<file path="src/rtl/writeback_unit.sv">
// writeback_unit: queues ALU/load results and retires one register
// file write per clock, with two combinational forwarding lookups.
module writeback_unit #(
  parameter int DEPTH = 2
) (
  input  logic                     CLK,
  input  logic                     RST_N,
  input  logic                     alu_valid,
  input  logic [4:0]               alu_rd,
  input  logic [31:0]              alu_data,
  output logic                     alu_ready,
  input  logic                     ld_valid,
  input  logic [4:0]               ld_rd,
  input  logic [31:0]              ld_data,
  output logic                     ld_ready,
  output logic [4:0]               RD,
  output logic [31:0]              RD_DATA,
  output logic                     reg_write_enable,
  input  logic [4:0]               R1,
  input  logic [4:0]               R2,
  output logic                     R1_fwd_hit,
  output logic                     R2_fwd_hit,
  output logic [31:0]              R1_fwd_data,
  output logic [31:0]              R2_fwd_data,
  output logic [$clog2(DEPTH):0]   pending
);

  localparam int PW = $clog2(DEPTH);
  localparam int CW = PW + 1;

  logic [4:0]    r_rd_q   [DEPTH];
  logic [31:0]   r_dat_q  [DEPTH];
  logic [PW-1:0] r_head;
  logic [PW-1:0] r_tail;
  logic [CW-1:0] r_count;
  logic [4:0]    r_rd;
  logic [31:0]   r_rd_data;
  logic          r_we;

  logic          w_full;
  logic          w_empty;
  logic          w_ld_acc;
  logic          w_alu_acc;
  logic [4:0]    w_in_rd;
  logic [31:0]   w_in_data;
  logic          w_push;
  logic          w_pop;

  logic [4:0]    w_faddr [2];
  logic          w_fhit  [2];
  logic [31:0]   w_fdat  [2];
  logic [PW-1:0] w_idx;

  assign w_full    = (r_count == CW'(DEPTH));
  assign w_empty   = (r_count == '0);
  assign ld_ready  = !w_full;
  assign alu_ready = !w_full && !ld_valid;

  assign w_ld_acc  = ld_valid && ld_ready;
  assign w_alu_acc = alu_valid && alu_ready;
  assign w_in_rd   = w_ld_acc ? ld_rd : alu_rd;
  assign w_in_data = w_ld_acc ? ld_data : alu_data;
  // x0 writes finish the handshake but are dropped here
  assign w_push    = (w_ld_acc || w_alu_acc) && (w_in_rd != 5'd0);
  assign w_pop     = !w_empty;

  // FIFO storage, pointers and occupancy
  always_ff @(posedge CLK or negedge RST_N) begin
    if (!RST_N) begin
      for (int i = 0; i < DEPTH; i++) begin
        r_rd_q[i]  <= '0;
        r_dat_q[i] <= '0;
      end
      r_head  <= '0;
      r_tail  <= '0;
      r_count <= '0;
    end else begin
      if (w_push) begin
        r_rd_q[r_tail]  <= w_in_rd;
        r_dat_q[r_tail] <= w_in_data;
        r_tail          <= r_tail + PW'(1);
      end
      if (w_pop) begin
        r_head <= r_head + PW'(1);
      end
      case ({w_push, w_pop})
        2'b10:   r_count <= r_count + CW'(1);
        2'b01:   r_count <= r_count - CW'(1);
        default: r_count <= r_count;
      endcase
    end
  end

  // Output stage: head moves to the write port whenever queued
  always_ff @(posedge CLK or negedge RST_N) begin
    if (!RST_N) begin
      r_rd      <= '0;
      r_rd_data <= '0;
      r_we      <= 1'b0;
    end else if (w_pop) begin
      r_rd      <= r_rd_q[r_head];
      r_rd_data <= r_dat_q[r_head];
      r_we      <= 1'b1;
    end else begin
      r_we      <= 1'b0;
    end
  end

  assign w_faddr[0] = R1;
  assign w_faddr[1] = R2;

  // Forwarding: scan oldest to youngest so the youngest match wins
  always_comb begin
    w_idx = '0;
    for (int p = 0; p < 2; p++) begin
      w_fhit[p] = 1'b0;
      w_fdat[p] = '0;
      if (r_we && (r_rd == w_faddr[p])) begin
        w_fhit[p] = 1'b1;
        w_fdat[p] = r_rd_data;
      end
      for (int i = 0; i < DEPTH; i++) begin
        w_idx = r_head + PW'(i);
        if ((CW'(i) < r_count) && (r_rd_q[w_idx] == w_faddr[p])) begin
          w_fhit[p] = 1'b1;
          w_fdat[p] = r_dat_q[w_idx];
        end
      end
      if (w_faddr[p] == 5'd0) begin
        w_fhit[p] = 1'b0;
        w_fdat[p] = '0;
      end
    end
  end

  assign R1_fwd_hit       = w_fhit[0];
  assign R1_fwd_data      = w_fdat[0];
  assign R2_fwd_hit       = w_fhit[1];
  assign R2_fwd_data      = w_fdat[1];
  assign RD               = r_rd;
  assign RD_DATA          = r_rd_data;
  assign reg_write_enable = r_we;
  assign pending          = r_count;

endmodule

</file>
<file path="config.mk">
export PLATFORM = sky130hd
export DESIGN_NAME = writeback_unit
export DESIGN_NICKNAME = d
export VERILOG_FILES = /design/src/rtl/writeback_unit.sv
export SDC_FILE = /design/constraint.sdc
export NUM_CORES = 1
export LEC_CHECK = 0
export CORE_MARGIN = 1.5
export CORE_UTILIZATION = 54
export DETAILED_ROUTE_END_ITERATION = 7
export PLACE_DENSITY = 0.95
export RECOVER_POWER = 100
export SYNTH_ARGS = -nofsm -noshare
export SYNTH_HDL_FRONTEND = slang
export SYNTH_SLANG_ARGS = --single-unit
</file>
<file path="constraint.sdc">
create_clock -name CLK -period 4.7 [get_ports CLK]
set_input_delay 0.47 -clock CLK [delete_from_list [all_inputs] [get_ports CLK]]
set_output_delay 0.47 -clock CLK [all_outputs]
set_load 0.02 [all_outputs]
</file>
==> metrics.txt, run 1 <==
adder-cell share of the synthesized area=0.644%; final net count=1079; FF+latch count, synth=116; CP cell instances=mux2i_1 -> xor2_1 -> nand4_1 -> or4_4 -> a211oi_1 -> clkdlybuf4s50_1; Post-Syn Area=7770 um2; setup TNS=0 ns; Mapped Cells=829; gr usage total=31.1%; cell types occupying the most area after synthesis=dfrtp_1, mux2i_1, mux2_4; sequential share of power=28.7%; layout cells sized above 1=12.0%; Slew @ Worst Pin=2.60 ns; yosys warns=0; post-synthesis mux area share=20.3%; CP max-delay cell=or4_4; clock skew=0.00462 ns; sw frac=44.6%; fin crit period=4.43 ns; # IOs=196; Tcrit/Tclk final=94.3%; largest family of logic cells by synthesized area=multiplexers; Die Span X=123 um; final std cells w/o fill=1180; global-route track usage on met2=52.1%; met3 global-route usage=6.23%; top cell type's share of synthesized area=37.3%; max cap viols=3; status=complete, but fails checks; most used routing layer=met2; Reg area=2900 um2; Arr. time, crit path=3.96 ns; post-synthesis simple-gate area fraction=13.7%; post-synthesis xor/xnor area fraction=3.72%; Reg clk slew, reported paths=0.05 ns; slowest cell delay on critical path=0.88 ns; Mapped Nets=921; crit path capture type=output pin; initial antenna violation count=0; Pint=3960 uW; post-synthesis compound-gate area fraction=19.4%; Final Max Slew Viols=122; Avg Inst Size Synth=9.38 um2; Worst setup SP type=flip-flop; CTS tree=yes; Initial Utilization=55.6%; most common cell after layout, fill and taps aside=dfrtp_1; Die Area=15100 um2; final setup fails=0; Peak Freq=226 MHz; RSZ-0062 raised after global routing=false; cts bufs inserted=17; Post-CTS Hold Buffers=0; critical path type=flip-flop to output pin; most frequent cells in the layout=dfrtp_1, nand2_1, mux2i_1, clkdlybuf4s50_1, dlygate4sd3_1; cell count after placement=1148; vias in the first global route=7351; largest net degree at the start of global routing=75; router iterations before antenna repair=6; gr ovfl total=0; Worst VDD drop=0.000510 V; CTS root buffer=clkbuf_16; row cnt=43; Yosys cell types=39; pwr/cell area=689 nW/um2; total number of vias=7348; global-route wire length before repair=36500 um; Die Span Y=123 um; DRC Markers=0; clock share of power=18.6%; ANT nets after route=0; Slew HR=-73.5%; Net Switching=3190 uW; final hold viol count=0; failing checks=capacitance limit, slew limit; Post-synth EDFFs=0; Post-DP HPWL=15300 um; P_leak=0.00458 uW; Starting DRT DRC Count=797; Routed WL=22900 um; P&R area growth vs syn=33.5%; Synth area leader=dfrtp_1; setup bufs post-CTS=0; fraction of registers with async set/reset=100%; post-CTS sizing=0; Primary FF master, synth=dfrtp_1; Avg Vias per Cell=6.23; FILL cells=970; multi-input logic area=4510 um2; clock buffer depth=2; Hold Path Class=primary input to async pin; met1 Track Usage GR=39.0%; routed wire length per instance=19.4 um; Gate power share=52.7%; Worst-Skew Late Latency=0.41 ns; clk sinks=116; PortBufs=195; Worst Path Max Fanout=65; global placer's final weighted congestion=0.907; Required @ worst endpoint=4.23 ns; diodes inserted=0; Placeable Area=14000 um2; H-tree Lvls=4; sequential area share after synthesis=37.3%
==> area by class of cell <==
class,instances,area share (%)
clock buffers,23,4.70
clock inverters,9,1.21
inverters,6,0.217
multi-input cells,630,43.5
flip-flops and latches,116,28.0
well taps,180,2.17
repair buffers,216,20.3
==> path summary, 6_finish.rpt <==
check | startpoint | end | slack (ns) | cells after the start
min | RST_N | r_dat_q[50] | 0.15 | 1
min reg2reg | r_dat_q[61] | r_dat_q[61] | 0.51 | 2
max reg2reg | pending[0] | r_dat_q[58] | 1.24 | 7
max | r_head | R1_fwd_data[12] | 0.27 | 6
min in group CLK | r_dat_q[61] | r_dat_q[61] | 0.51 | 2
max in group asynchronous | RST_N | r_dat_q[5] | 1.60 | 2
==> stage by stage <==
step	total power, uW	hold WS [ns]	area, um2	worst slack [ns]	utilization, %
detailed placement	5850	0.495	9790	0.796	70.0
finish	7150	0.151	10400	0.267	74.2
floorplan	4460	0.174	7770	1.83	-
CTS	7230	0.193	10400	0.528	74.4
global route	7570	0.232	10400	0.167	74.2
global placement	5690	0.481	9790	0.855	70.0
==> synth_stat cells, types with 2 or more instances <==
| cell | n |
|---|---|
| or4_1 | 3 |
| dfrtp_1 | 116 |
| buf_1 | 7 |
| nand2_1 | 112 |
| xnor2_1 | 11 |
| nand4_1 | 3 |
| a211oi_1 | 34 |
| and3_1 | 2 |
| o21ai_0 | 75 |
| a311oi_1 | 31 |
| nor3_1 | 32 |
| a211oi_2 | 29 |
| buf_6 | 6 |
| buf_4 | 3 |
| clkbuf_1 | 52 |
| a21oi_1 | 39 |
| mux2i_1 | 107 |
| mux2i_2 | 2 |
| nor2_1 | 44 |
| inv_1 | 5 |
| xor2_1 | 22 |
| mux2_4 | 29 |
| mux2_2 | 4 |
| buf_2 | 9 |
| ha_1 | 4 |
| a31oi_1 | 2 |
| nor2b_1 | 31 |
| nor4_1 | 4 |
==> worst max-delay path, delay by kind of cell (launching register included) <==
kind | cells | cell delay [ns]
compound gates | 1 | 0.46
xor+xnor | 1 | 0.19
buf+inv | 1 | 0.67
flops | 1 | 0.77
mux | 1 | 0.42
simple gates | 2 | 1.00
==> kinds of logic (layout without fill, tap and decap cells) <==
| family | Yosys count | in the layout |
|---|---|---|
| compound gates | 215 | 215 |
| fa+ha+maj | 4 | 4 |
| buf+inv | 83 | 254 |
| flops | 116 | 116 |
| xor+xnor | 33 | 33 |
| mux | 142 | 142 |
| simple gates | 236 | 236 |
==> flip-flops by register name, summed over array words and instances, names as in the netlist <==
signal and count:
r_rd_q 10, pending 2, RD 5, r_head 1
RD_DATA 32, r_tail 1, r_dat_q 64, reg_write_enable 1
==> power groups by stage <==
stage | clock network [uW] | logic [uW] | registers [uW]
after CTS | 1330 | 3850 | 2040
after global routing | 1380 | 4070 | 2120
after global placement | 0 | 3690 | 2010
after detailed placement | 0 | 3800 | 2040
after floorplan | 0 | 2370 | 2090
final | 1330 | 3770 | 2050
==> layer usage <==
metal,part of all wire (%),up-vias
met1,40,3539
met2,49,442
li1,-,3302
met4,3.1,0
met5,0,-
met3,8.1,65
No activity file was read; power rests on OpenSTA's default activity.
==> run 2: changes to the inputs <==
- ABC_CLOCK_PERIOD_IN_PS: unset -> 4700
- HOLD_SLACK_MARGIN: unset -> 0.05
- RECOVER_POWER: 100 -> 25
==> metrics.txt, run 2 (synthesis results as in run 1) <==
P&R area growth vs syn=33.8%; clock buffer depth=2; CTS root buffer=clkbuf_16; Post-CTS Hold Buffers=0; final hold viol count=0; Peak Freq=238 MHz; Placeable Area=14000 um2; routed wire length per instance=19.4 um; Avg Vias per Cell=6.23; total number of vias=7353; setup TNS=0 ns; diodes inserted=0; number of flip-flops in the largest register=64; CP cell instances=mux2i_1 -> xnor2_1 -> nor4_2 -> nand3_2 -> buf_4 -> mux2_4 -> a211oi_2 -> clkdlybuf4s50_1; Arr. time, crit path=3.73 ns; DRC Markers=0; sequential share of power=28.4%; global-route wire length before repair=36500 um; max cap viols=1; crit path capture type=output pin; Slew HR=-71.0%; status=complete, but fails checks; fin crit period=4.20 ns; largest net degree at the start of global routing=75; router iterations before antenna repair=5; design area=10400 um2; reg-to-reg critical path endpoint=r_dat_q[58]; final net count=1079; Tcrit/Tclk final=89.4%; r2r startpoint=pending[0]; vias in the first global route=7351; Finished Core Util=74.3%; RSZ-0062 raised after global routing=false; CTS tree=yes; sw frac=44.0%; pwr/cell area=699 nW/um2; global placer's final weighted congestion=0.907; # IOs=196; cts bufs inserted=17; Final Max Slew Viols=49; ANT nets after route=0; Initial Utilization=55.6%; layout cells sized above 1=12.4%; final total power=7270 uW; final setup fails=0; clock share of power=18.2%; r2r worst-path depth=7; Worst VDD drop=0.000522 V; Worst R2R Setup Slack=2.18 ns; P_leak=0.00439 uW; gr usage total=31.1%; Required @ worst endpoint=4.23 ns; FILL cells=964; Worst setup SP type=flip-flop; initial antenna violation count=0; placed instance area=9790 um2; clock skew=0.00477 ns; most flop-heavy register=r_dat_q; critical path type=flip-flop to output pin; Worst Path Max Fanout=33; Worst-Skew Late Latency=0.41 ns; row cnt=43; most common cell after layout, fill and taps aside=clkdlybuf4s50_1; slowest cell delay on critical path=0.67 ns; setup bufs post-CTS=0; Slew @ Worst Pin=2.56 ns; CP max-delay cell=dfrtp_4; Post-DP HPWL=15300 um; H-tree Lvls=4; Gate power share=53.4%; most frequent cells in the layout=clkdlybuf4s50_1, dfrtp_1, nand2_1, mux2i_1, o21ai_0; post-CTS sizing=0; Net Switching=3200 uW; failing checks=capacitance limit, slew limit; Die Span X=123 um; Starting DRT DRC Count=834; gr ovfl total=0; Routed WL=22900 um; Reg clk slew, reported paths=0.05 ns; clk sinks=116; PortBufs=195; Hold Path Class=primary input to async pin; Die Area=15100 um2; Die Span Y=123 um; Pint=4070 uW
## run 2: power by group through the flow
stage,sequential (uW),combinational [uW],clock (uW)
floorplan,2090,2370,0
finish,2070,3880,1330
global placement,2010,3690,0
detailed placement,2040,3800,0
global route,2120,4180,1380
CTS,2040,3850,1330
## run 2: worst max-delay path: cells and delay by family, from the launching register on
kind	cells	cell delay (ns)
mux	2	0.82
flops	1	0.67
buf+inv	2	1.21
simple gates	2	0.13
compound gates	1	0.28
xor+xnor	1	0.19
## run 2: worst max path at each step
stage,from,slack [ns],cells after the start,end
after floorplan,r_head,1.83,9,R2_fwd_data[28]
after global placement,R2[3],0.86,9,R2_fwd_data[29]
after detailed placement,R2[2],0.80,9,R2_fwd_data[29]
after CTS,r_head,0.53,8,R1_fwd_data[25]
after global routing,r_head,0.33,9,R2_fwd_data[0]
final,r_head,0.50,8,R1_fwd_data[25]
## run 2: final cells by class
type | instances | area (um2) | share of cell area (%)
Tap cell | 180 | 225 | 2.17
Clock buffer | 23 | 488 | 4.69
Inverter | 6 | 22.5 | 0.217
Multi-Input combinational cell | 630 | 4520 | 43.4
Sequential cell | 116 | 2910 | 27.9
Timing Repair Buffer | 216 | 2120 | 20.3
Clock inverter | 9 | 125 | 1.20
## run 2: through the flow
stage               hold WS (ns)  std cells  setup WS, ns
global route               0.232       1180         0.332
floorplan                  0.174        829          1.83
global placement           0.481       1148         0.855
detailed placement         0.495       1148         0.796
CTS                        0.193       1180         0.528
finish                     0.153       1180         0.497
## run 2: per-layer routing
| metal | track usage, % | part of all wire (%) | up-vias |
|---|---|---|---|
| li1 | - | - | 3311 |
| met1 | 39.0 | 40 | 3548 |
| met2 | 52.1 | 49 | 423 |
| met3 | 6.23 | 8.4 | 71 |
| met4 | 13.9 | 3.3 | 0 |
| met5 | 0 | 0 | - |
==> run 3: changes to the inputs <==
- CTS_CLUSTER_DIAMETER: unset -> 200
- CTS_CLUSTER_SIZE: unset -> 28
==> results of run 3 <==
Final layout, timing and power as in run 2 (identical DEF).
